File: src/rtl/param_stack_pkg.sv
// Shared constants, count-width helper and op encoding for the parametrised LIFO.
package stack_pkg;

    localparam int DEF_WIDTH = 16;
    localparam int DEF_DEPTH = 8;

    function automatic int cw_of(input int depth);
        return $clog2(depth + 1);
    endfunction

    // Encoding is {push, pop}
    typedef enum logic [1:0] {
        OP_IDLE = 2'b00,
        OP_POP  = 2'b01,
        OP_PUSH = 2'b10,
        OP_SWAP = 2'b11
    } op_e;

endpackage

File: src/rtl/param_stack_if.sv
// Request/status bundle between a stack user (master) and param_stack (slave).
interface param_stack_if
    import stack_pkg::*;
#(
    parameter int WIDTH = DEF_WIDTH,
    parameter int DEPTH = DEF_DEPTH,
    parameter int CW    = cw_of(DEPTH)
);
    logic             push;
    logic             pop;
    logic [WIDTH-1:0] value_in;
    logic             clear_err;
    logic [WIDTH-1:0] value_out;
    logic             out_valid;
    logic             full;
    logic             empty;
    logic             almost_full;
    logic [CW-1:0]    count;
    logic             overflow;
    logic             underflow;

    modport master (
        output push, pop, value_in, clear_err,
        input  value_out, out_valid, full, empty, almost_full, count, overflow, underflow
    );

    modport slave (
        input  push, pop, value_in, clear_err,
        output value_out, out_valid, full, empty, almost_full, count, overflow, underflow
    );
endinterface

File: src/rtl/param_stack_mem.sv
// DEPTH x WIDTH register file: one synchronous write port, one asynchronous read port.
module stack_mem #(
    parameter int WIDTH = 16,
    parameter int DEPTH = 8,
    parameter int CW    = 4
) (
    input  logic             clk,
    input  logic             we,
    input  logic [CW-1:0]    waddr,
    input  logic [WIDTH-1:0] wdata,
    input  logic [CW-1:0]    raddr,
    output logic [WIDTH-1:0] rdata
);
    logic [DEPTH-1:0][WIDTH-1:0] mem;

    for (genvar i = 0; i < DEPTH; i++) begin : g_entry
        always_ff @(posedge clk) begin
            if (we && waddr == CW'(i))
                mem[i] <= wdata;
        end
    end

    // Compare-and-select keeps out-of-range addresses (count-1 when empty) harmless.
    always_comb begin
        rdata = '0;
        for (int i = 0; i < DEPTH; i++)
            if (raddr == CW'(i))
                rdata = mem[i];
    end
endmodule

File: src/rtl/param_stack.sv
// Parametrised LIFO with occupancy count, almost_full, push+pop swap/bypass and sticky errors.
module param_stack
    import stack_pkg::*;
#(
    parameter int WIDTH        = DEF_WIDTH,
    parameter int DEPTH        = DEF_DEPTH,
    parameter int AFULL_THRESH = DEPTH - 2
) (
    input  logic          clk,
    input  logic          reset,
    param_stack_if.slave  s
);
    localparam int CW = cw_of(DEPTH);

    logic [CW-1:0]    count_q, count_d, top_addr, waddr;
    logic [WIDTH-1:0] value_q, rdata;
    logic             vld_q, ovf_q, unf_q;
    logic             is_full, is_empty, we;
    logic             ovf_evt, unf_evt, out_upd;
    logic [WIDTH-1:0] out_d;
    op_e              op;

    assign is_full  = (count_q == CW'(DEPTH));
    assign is_empty = (count_q == '0);
    assign top_addr = count_q - CW'(1);
    assign op       = op_e'({s.push, s.pop});

    always_comb begin
        count_d = count_q;
        we      = 1'b0;
        waddr   = count_q;
        out_upd = 1'b0;
        out_d   = rdata;
        ovf_evt = 1'b0;
        unf_evt = 1'b0;
        case (op)
            OP_PUSH: begin
                if (is_full) ovf_evt = 1'b1;
                else begin
                    we      = 1'b1;
                    count_d = count_q + CW'(1);
                end
            end
            OP_POP: begin
                if (is_empty) unf_evt = 1'b1;
                else begin
                    out_upd = 1'b1;
                    count_d = count_q - CW'(1);
                end
            end
            OP_SWAP: begin
                out_upd = 1'b1;
                // Empty: bypass straight through; otherwise replace the top in place.
                if (is_empty) out_d = s.value_in;
                else begin
                    we    = 1'b1;
                    waddr = top_addr;
                end
            end
            default: ;
        endcase
    end

    stack_mem #(.WIDTH(WIDTH), .DEPTH(DEPTH), .CW(CW)) u_mem (
        .clk   (clk),
        .we    (we && reset),
        .waddr (waddr),
        .wdata (s.value_in),
        .raddr (top_addr),
        .rdata (rdata)
    );

    always_ff @(posedge clk) begin
        if (!reset) begin
            count_q <= '0;
            value_q <= '0;
            vld_q   <= 1'b0;
            ovf_q   <= 1'b0;
            unf_q   <= 1'b0;
        end else begin
            count_q <= count_d;
            vld_q   <= out_upd;
            if (out_upd) value_q <= out_d;
            // Set wins over clear on the same edge.
            ovf_q <= ovf_evt | (ovf_q & ~s.clear_err);
            unf_q <= unf_evt | (unf_q & ~s.clear_err);
        end
    end

    assign s.count       = count_q;
    assign s.full        = is_full;
    assign s.empty       = is_empty;
    assign s.almost_full = (count_q >= CW'(AFULL_THRESH));
    assign s.value_out   = value_q;
    assign s.out_valid   = vld_q;
    assign s.overflow    = ovf_q;
    assign s.underflow   = unf_q;
endmodule

File: src/flat_wrapper.sv
// flat-port wrapper written by rule: the top's interface ports become plain ports
module param_stack_flat import stack_pkg::*;
#(
    parameter int WIDTH        = DEF_WIDTH,
    parameter int DEPTH        = DEF_DEPTH,
    parameter int AFULL_THRESH = DEPTH - 2
)
  (clk, reset, s_push, s_pop, s_value_in, s_clear_err, s_value_out, s_out_valid, s_full, s_empty, s_almost_full, s_count, s_overflow, s_underflow);
  param_stack_if #(.WIDTH(WIDTH), .DEPTH(DEPTH)) s_i ();
  input  logic clk;
  input  logic reset;
  input wire logic [$bits(s_i.push)-1:0] s_push;
  input wire logic [$bits(s_i.pop)-1:0] s_pop;
  input wire logic [$bits(s_i.value_in)-1:0] s_value_in;
  input wire logic [$bits(s_i.clear_err)-1:0] s_clear_err;
  output wire logic [$bits(s_i.value_out)-1:0] s_value_out;
  output wire logic [$bits(s_i.out_valid)-1:0] s_out_valid;
  output wire logic [$bits(s_i.full)-1:0] s_full;
  output wire logic [$bits(s_i.empty)-1:0] s_empty;
  output wire logic [$bits(s_i.almost_full)-1:0] s_almost_full;
  output wire logic [$bits(s_i.count)-1:0] s_count;
  output wire logic [$bits(s_i.overflow)-1:0] s_overflow;
  output wire logic [$bits(s_i.underflow)-1:0] s_underflow;
  assign s_i.push = s_push;
  assign s_i.pop = s_pop;
  assign s_i.value_in = s_value_in;
  assign s_i.clear_err = s_clear_err;
  assign s_value_out = s_i.value_out;
  assign s_out_valid = s_i.out_valid;
  assign s_full = s_i.full;
  assign s_empty = s_i.empty;
  assign s_almost_full = s_i.almost_full;
  assign s_count = s_i.count;
  assign s_overflow = s_i.overflow;
  assign s_underflow = s_i.underflow;
  param_stack #(.WIDTH(WIDTH), .DEPTH(DEPTH), .AFULL_THRESH(AFULL_THRESH)) u_core (.clk(clk), .reset(reset), .s(s_i));
endmodule
File: config.mk
export PLATFORM = sky130hd
export DESIGN_NAME = param_stack_flat
export DESIGN_NICKNAME = d
export VERILOG_FILES = /design/src/rtl/param_stack_pkg.sv /design/src/rtl/param_stack_if.sv /design/src/rtl/param_stack_mem.sv /design/src/rtl/param_stack.sv /design/src/flat_wrapper.sv
export SDC_FILE = /design/constraint.sdc
export NUM_CORES = 1
export LEC_CHECK = 0
export ABC_CLOCK_PERIOD_IN_PS = 3800
export CAP_MARGIN = 0
export CELL_PAD_IN_SITES_DETAIL_PLACEMENT = 1
export CELL_PAD_IN_SITES_GLOBAL_PLACEMENT = 2
export CORE_UTILIZATION = 39
export DETAILED_ROUTE_END_ITERATION = 6
export PLACE_DENSITY_LB_ADDON = 0.1
export SYNTH_ARGS = -nofsm -noshare
export SYNTH_HDL_FRONTEND = slang
export SYNTH_SLANG_ARGS = --single-unit
File: constraint.sdc
create_clock -name clk -period 3.8 [get_ports clk]
set_clock_uncertainty 0.15 [all_clocks]
set_input_delay 0.95 -clock clk [delete_from_list [all_inputs] [get_ports clk]]
set_output_delay 0.95 -clock clk [all_outputs]
set_load 0.02 [all_outputs]
==> results of run 1 <==
-- critical path: stages, from the launching register on --
cell and delay (ns):
dfxtp_1 0.47, inv_1 0.25, ha_1 0.26, or3b_1 0.41, clkinv_2 0.07, clkdlybuf4s50_1 0.59
-- cells in the mapped netlist (all sizes together) (3+ instances only) --
cell / count
a22o: 15
inv: 19
clkbuf: 20
a221oi: 30
ha: 4
o22ai: 16
dfxtp: 23
nor2: 35
a22oi: 4
o21a: 4
nand4: 4
a21boi: 3
edfxtp: 128
o31ai: 13
nand3: 8
and2: 3
a31oi: 4
a211oi: 3
buf: 20
nor3: 8
a21oi: 33
nand2b: 19
and3: 3
o221a: 13
clkinv: 3
nor2b: 6
o21ai: 25
nand2: 25
-- flip-flops by register name, indices dropped and copies added, names as in the netlist --
register / count
u_core.s.count: 4
u_core.s.value_out: 16
u_core.s.underflow: 1
u_core.s.overflow: 1
u_core.u_mem.mem: 128
u_core.s.out_valid: 1
-- through the flow --
step           utilization  cell area, um^2  power (mW)  setup slack [ns]
2_1_floorplan            -             6619       2.446            0.7113
3_3_place_gp        0.4449             7378       2.737            0.4623
3_5_place_dp        0.4449             7378       2.753            0.4234
4_1_cts             0.4766             7904       4.290            0.2067
5_1_grt             0.4766             7904       4.407           0.09243
6_report            0.4766             7904       4.254            0.2309
-- metal layers --
metal  up-vias  GRT usage  share of wire  routed length, um
met5         -          0              0                  0
met4         0    0.07280          0.014                261
met3        16    0.03960          0.040                741
met2       107     0.3395           0.46               8452
met1      2327     0.3180           0.49               9097
li1       2134          -              -                  -
-- path summary, 6_finish.rpt --
kind | from | to | slack (ns) | cells after the start
max | u_core.s.count[1] | s_empty | 0.23 | 5
min | u_core.s.overflow | u_core.s.overflow | 0.34 | 2
max reg2reg | u_core.s.count[1] | u_core.s.value_out[2] | 0.62 | 7
min reg2reg | u_core.s.overflow | u_core.s.overflow | 0.34 | 2
-- logic make-up (layout without fill, tap and decap cells) --
| family | Yosys count | count (layout) |
|---|---|---|
| multiplexers | 1 | 1 |
| flip-flops | 151 | 151 |
| AO/OA/AOI/OAI | 175 | 175 |
| AND/OR/NAND/NOR | 122 | 122 |
| buffers and inverters | 62 | 133 |
| XOR/XNOR | 1 | 1 |
| adder cells (fa/ha/maj) | 4 | 4 |
-- final cells by class --
cell class / count / share of cell area
Multi-Input combinational cell: 303 / 0.2539
Sequential cell: 151 / 0.5446
Timing Repair Buffer: 79 / 0.08960
Clock buffer: 23 / 0.05667
Tap cell: 220 / 0.03483
Clock inverter: 9 / 0.009815
Inverter: 22 / 0.01061
-- where the power goes --
| group | total (mW) | internal (mW) | switching [mW] |
|---|---|---|---|
| Sequential | 1.89 | 1.86 | 0.0306 |
| Combinational | 0.826 | 0.299 | 0.527 |
| Clock | 1.54 | 0.895 | 0.645 |
==> impl_metrics.tcl, run 1 <==
set metrics [dict create \
    status "finished, final reports clean" \
    ys_seq_area_frac 0.6503 \
    syn_area_um2 6619 \
    worstPathArrival_ns 2.47 \
    firstDrtPassIters 4 \
    synth_top_family_by_area "compound AO/OA/AOI/OAI gates" \
    grt_pass1_vias 4759 \
    drc 0 \
    die_w_um 132.3 \
    dominantRegCellSynth "edfxtp_1" \
    diodes 0 \
    drive_gt1_frac 0.1465 \
    synth_xor_area_frac 0.001323 \
    final_common_cell "edfxtp_1" \
    core_um2 16580 \
    clkLatencyLatePin_ns 0.42 \
    power_per_cell_area_nw_per_um2 538.3 \
    final-instance-count-excl-fill 807 \
    relSlewSlack 0.2132 \
    worst_pin_slew_ns 1.178 \
    drv_slew 0 \
    muxShareOfSynthArea 0.001701 \
    cts_tree "built" \
    grt_pass1_wl_mm 28.76 \
    routed_wl_mm 18.55 \
    synth-seq-cells 151 \
    grt_max_degree 29 \
    power.leakage_nw 2.611 \
    antenna_found_initial 0 \
    peakVddDrop_uv 355.4 \
    worstSetupStartpointType "register" \
    post-route-period-util 0.9392 \
    synth-edff-count 128 \
    crit_fanout 13 \
    io_pins 47 \
    clockBufferDepth 2 \
    rsz0062_at_grt "false" \
    cts_resized 0 \
    endpoint_kind "output pin" \
    yosys.area_share.simple 0.09509 \
    cts_hold_buffers 0 \
    synth_cell_types 60 \
    post_cts_buffers 0 \
    gp_congestion 0.7888 \
    cts_buffers 17 \
    areaGrowthSynthToFinish_pct 19.41 \
    track_usage 0.2214 \
    crit_required_ns 2.70 \
    ys_warn_count 0 \
    dp_cells 775 \
    multiInputGateArea_um2 2007 \
    most-common-layout-cells "edfxtp_1 (128), clkdlybuf4s50_1 (46), nor2_1 (34), buf_4 (33), a21oi_1 (32)" \
    final_antenna_net_count 0 \
    seqCellArea_um2 4304 \
    num-fill-cells 1722 \
    post_drt_via_cell_ratio 5.680 \
    cts_root_buffer "clkbuf_16" \
    synthAdderAreaFrac 0.007561 \
    die_area_um2 17500 \
    synth_area_per_cell_um2 12.83 \
    port_buffers 46 \
    die_h_um 132.3 \
    syn_inst 516 \
    finalSetupTns_ns 0 \
    min_path_type "reg -> reg" \
    wl_per_cell_um 22.99 \
    place_hpwl_mm 12.26 \
    h-tree-depth 4 \
    drv_cap 0 \
    worst_hold_slack_ns 0.3384 \
    netlist.area_leader.share 0.5807 \
    synth.largest_area_cell "edfxtp_1" \
    crit_type "reg -> out" \
    synth_area_leaders "edfxtp_1 (58%), dfxtp_1 (7.0%), a221oi_1 (4.0%), a21oi_1 (2.4%), a22o_1 (2.0%)" \
    min_period_ns 3.569 \
    rows 47 \
    hold_viol_final 0 \
    synth_compound_area_frac 0.1975 \
    setup_viol 0 \
    synth.net_count 541 \
    grt_overflow 0 \
    final_nets 599 \
    cts.sinks 151 \
    fmax_ghz 0.2802 \
    floorplan.initialDensity 0.3991 \
    vias 4584 \
    clkTransAtPathRegs_ns 0.07 \
    drtIter0Drc 304 \
    async_reset_ff_frac 0 \
]
Power figures use the tool's default switching activity.
==> run 2, diff against run 1 <==
Settings changed: CORE_MARGIN from default to 4, SYNTH_HIERARCHICAL from default to 1.
==> run 2 against run 1 <==
Worst setup slack lost 0.0085 ns. Sequential share of layout area rose by 0.68 points. Non-clock buffer count fell by 13. Sequential power hardly changed. Worst hold slack got worse by 0.030 ns.
==> impl_metrics.tcl, run 2 <==
set metrics [dict create \
    grt_pass1_wl_mm 26.50 \
    die_w_um 137.8 \
    crit_fanout 8 \
    power_mw 4.390 \
    p_comb_frac 0.211 \
    drc 0 \
    status "finished, final reports clean" \
    swShare 0.2807 \
    crit_required_ns 2.70 \
    synth_area_leaders "edfxtp_1 (58%), dfxtp_1 (7.0%), mux2i_1 (2.1%), mux2_2 (1.9%), o2bb2ai_1 (1.9%)" \
    synth.largest_area_cell "edfxtp_1" \
    diodes 0 \
    seqPwrFrac 0.427 \
    grt_max_degree 65 \
    power_per_cell_area_nw_per_um2 562.4 \
    p_switching_mw 1.233 \
    cts_buffers 17 \
    areaGrowthSynthToFinish_pct 18.75 \
    synth.net_count 497 \
    num-fill-cells 1635 \
    clockPowerShare 0.362 \
    synth-seq-cells 151 \
    power.leakage_nw 2.592 \
    post-route-period-util 0.9415 \
    async_reset_ff_frac 0 \
    setup_viol 0 \
    post_cts_buffers 0 \
    vias 4130 \
    ys_seq_area_frac 0.6547 \
    synth-edff-count 128 \
    die_area_um2 19000 \
    p_int_mw 3.158 \
    rows 47 \
    drv_cap 0 \
    grt_pass1_vias 4378 \
    fmax_ghz 0.2795 \
    drtIter0Drc 268 \
    wl_per_cell_um 22.81 \
    dominantRegCellSynth "edfxtp_1" \
    final_nets 547 \
    finalSetupTns_ns 0 \
    final_antenna_net_count 0 \
    port_buffers 46 \
    yosysMostFrequentCell "edfxtp_1" \
    most-common-layout-cells "edfxtp_1 (128), clkdlybuf4s50_1 (46), nand2_1 (24), dfxtp_1 (23), a21oi_1 (21)" \
    h-tree-depth 4 \
    largest_register_ffs 128 \
    synthTopCellsByCount "edfxtp_1 (128), nand2_1 (24), dfxtp_1 (23), a21oi_1 (21)" \
    clkTransAtPathRegs_ns 0.06 \
    min_period_ns 3.578 \
    critPathLaunch "u_core/s.count[1]" \
    synth_area_per_cell_um2 13.90 \
    registers.top_by_ff_count "u_core/u_mem/mem" \
    placed_cell_area_um2 7252 \
    worst_pin_slew_ns 0.7212 \
    hold_path_startpoint "u_core/s.value_out[14]" \
    firstDrtPassIters 4 \
    cts.sinks 151 \
    post_drt_via_cell_ratio 5.463 \
    worstPathArrival_ns 2.48 \
    fin_util 0.4724 \
    crit_type "reg -> out" \
    relSlewSlack 0.5192 \
    ys_warn_count 6 \
    endpoint_kind "output pin" \
    netlist.area_leader.share 0.5847 \
    rsz0062_at_grt "false" \
    die_h_um 137.8 \
    drv_slew 0 \
    antenna_found_initial 0 \
    worstSetupStartpointType "register" \
    place_hpwl_mm 11.24 \
    gp_congestion 0.7641 \
    syn_inst 473 \
    min_path_type "reg -> reg" \
    clockBufferDepth 2 \
    peakVddDrop_uv 346.2 \
    io_pins 47 \
    fin_area_um2 7806 \
    hold_viol_final 0 \
    cts_root_buffer "clkbuf_16" \
    syn_area_um2 6574 \
    multiInputGateArea_um2 2019 \
    core_um2 16520 \
    synth_cell_types 64 \
    grt_overflow 0 \
    clkLatencyLatePin_ns 0.42 \
    drive_gt1_frac 0.1437 \
    final_common_cell "edfxtp_1" \
    cts_tree "built" \
    seqCellArea_um2 4304 \
    track_usage 0.1934 \
    floorplan.initialDensity 0.3978 \
    routed_wl_mm 17.24 \
    r2r-start "u_core/s.count[1]" \
]
==> run 2: changes by cell type after synthesis, sizes merged, moves of 12 or more <==
| cell | delta |
|---|---|
| a221oi | -29 |
| o2bb2ai | +15 |
| a21oi | -12 |
| a22o | -15 |
| o221a | -13 |
| mux2 | +19 |
| clkbuf | -12 |
| o31ai | -13 |
| nor2 | -16 |
| mux2i | +14 |
==> run 2: cells by family (layout without fill, tap and decap cells) <==
family,count (synthesis),count (layout),share of synthesized area
flops,151,151,0.6547
compound gates,128,128,0.1386
simple gates,108,108,0.09212
buf+inv,43,106,0.04111
mux,36,36,0.06243
xor+xnor,4,4,0.005330
fa+ha+maj,3,3,0.005711
==> run 2: final cells by class <==
cell class | count | area share
Tap cell | 220 | 0.03526
Sequential cell | 151 | 0.5514
Inverter | 8 | 0.004167
Timing Repair Buffer | 66 | 0.07982
Clock buffer | 22 | 0.05690
Clock inverter | 10 | 0.01378
Multi-Input combinational cell | 279 | 0.2587
==> run 2: final timing paths <==
path | cells past startpoint | end | slack, ns
worst max-delay path | 5 | s_empty | 0.22
worst min-delay path | 1 | u_core/s.value_out[14] | 0.31
worst max register to register | 8 | u_core/u_mem/mem[28] | 0.54
worst min register to register | 1 | u_core/s.value_out[14] | 0.31
==> run 2: per-layer routing <==
metal | up-vias | track usage | wire (um) | share of wire
li1 | 1935 | - | - | -
met1 | 2127 | 0.2547 | 7949 | 0.46
met2 | 51 | 0.3243 | 8708 | 0.51
met3 | 17 | 0.03397 | 334 | 0.019
met4 | 0 | 0.06531 | 250 | 0.014
met5 | - | 0 | 0 | 0
==> run 2: critical path, cell delays in order (launching register included) <==
cell             delay, ns
dfxtp_1               0.39
inv_1                 0.13
ha_2                  0.30
or3b_1                0.53
inv_4                 0.12
clkdlybuf4s50_1       0.60
==> run 2: power by group through the flow <==
| stage | Clock (mW) | Combinational, mW | Sequential [mW] |
|---|---|---|---|
| 5_1_grt | 1.71 | 1.01 | 1.88 |
| 2_1_floorplan | 0 | 0.612 | 1.93 |
| 6_report | 1.59 | 0.926 | 1.87 |
| 3_5_place_dp | 0 | 0.929 | 1.91 |
| 4_1_cts | 1.62 | 0.936 | 1.87 |
| 3_3_place_gp | 0 | 0.925 | 1.91 |
==> run 2: metrics by stage <==
stage | hold slack [ns] | cells | setup slack, ns
4_1_cts | 0.3165 | 756 | 0.1102
3_5_place_dp | 0.2975 | 724 | 0.2557
6_report | 0.3079 | 756 | 0.2224
2_1_floorplan | 0.3950 | 473 | 0.05593
5_1_grt | 0.3295 | 756 | 0.08309
3_3_place_gp | 0.2941 | 724 | 0.3010
==> run 2: what timing repair did <==
item | 4_1_cts | 5_1_grt
hold endpoints to repair | 0 | 0
endpoints found under the setup margin | 0 | 1
hold buffers | 0 | 0
resized for setup | 0 | 1
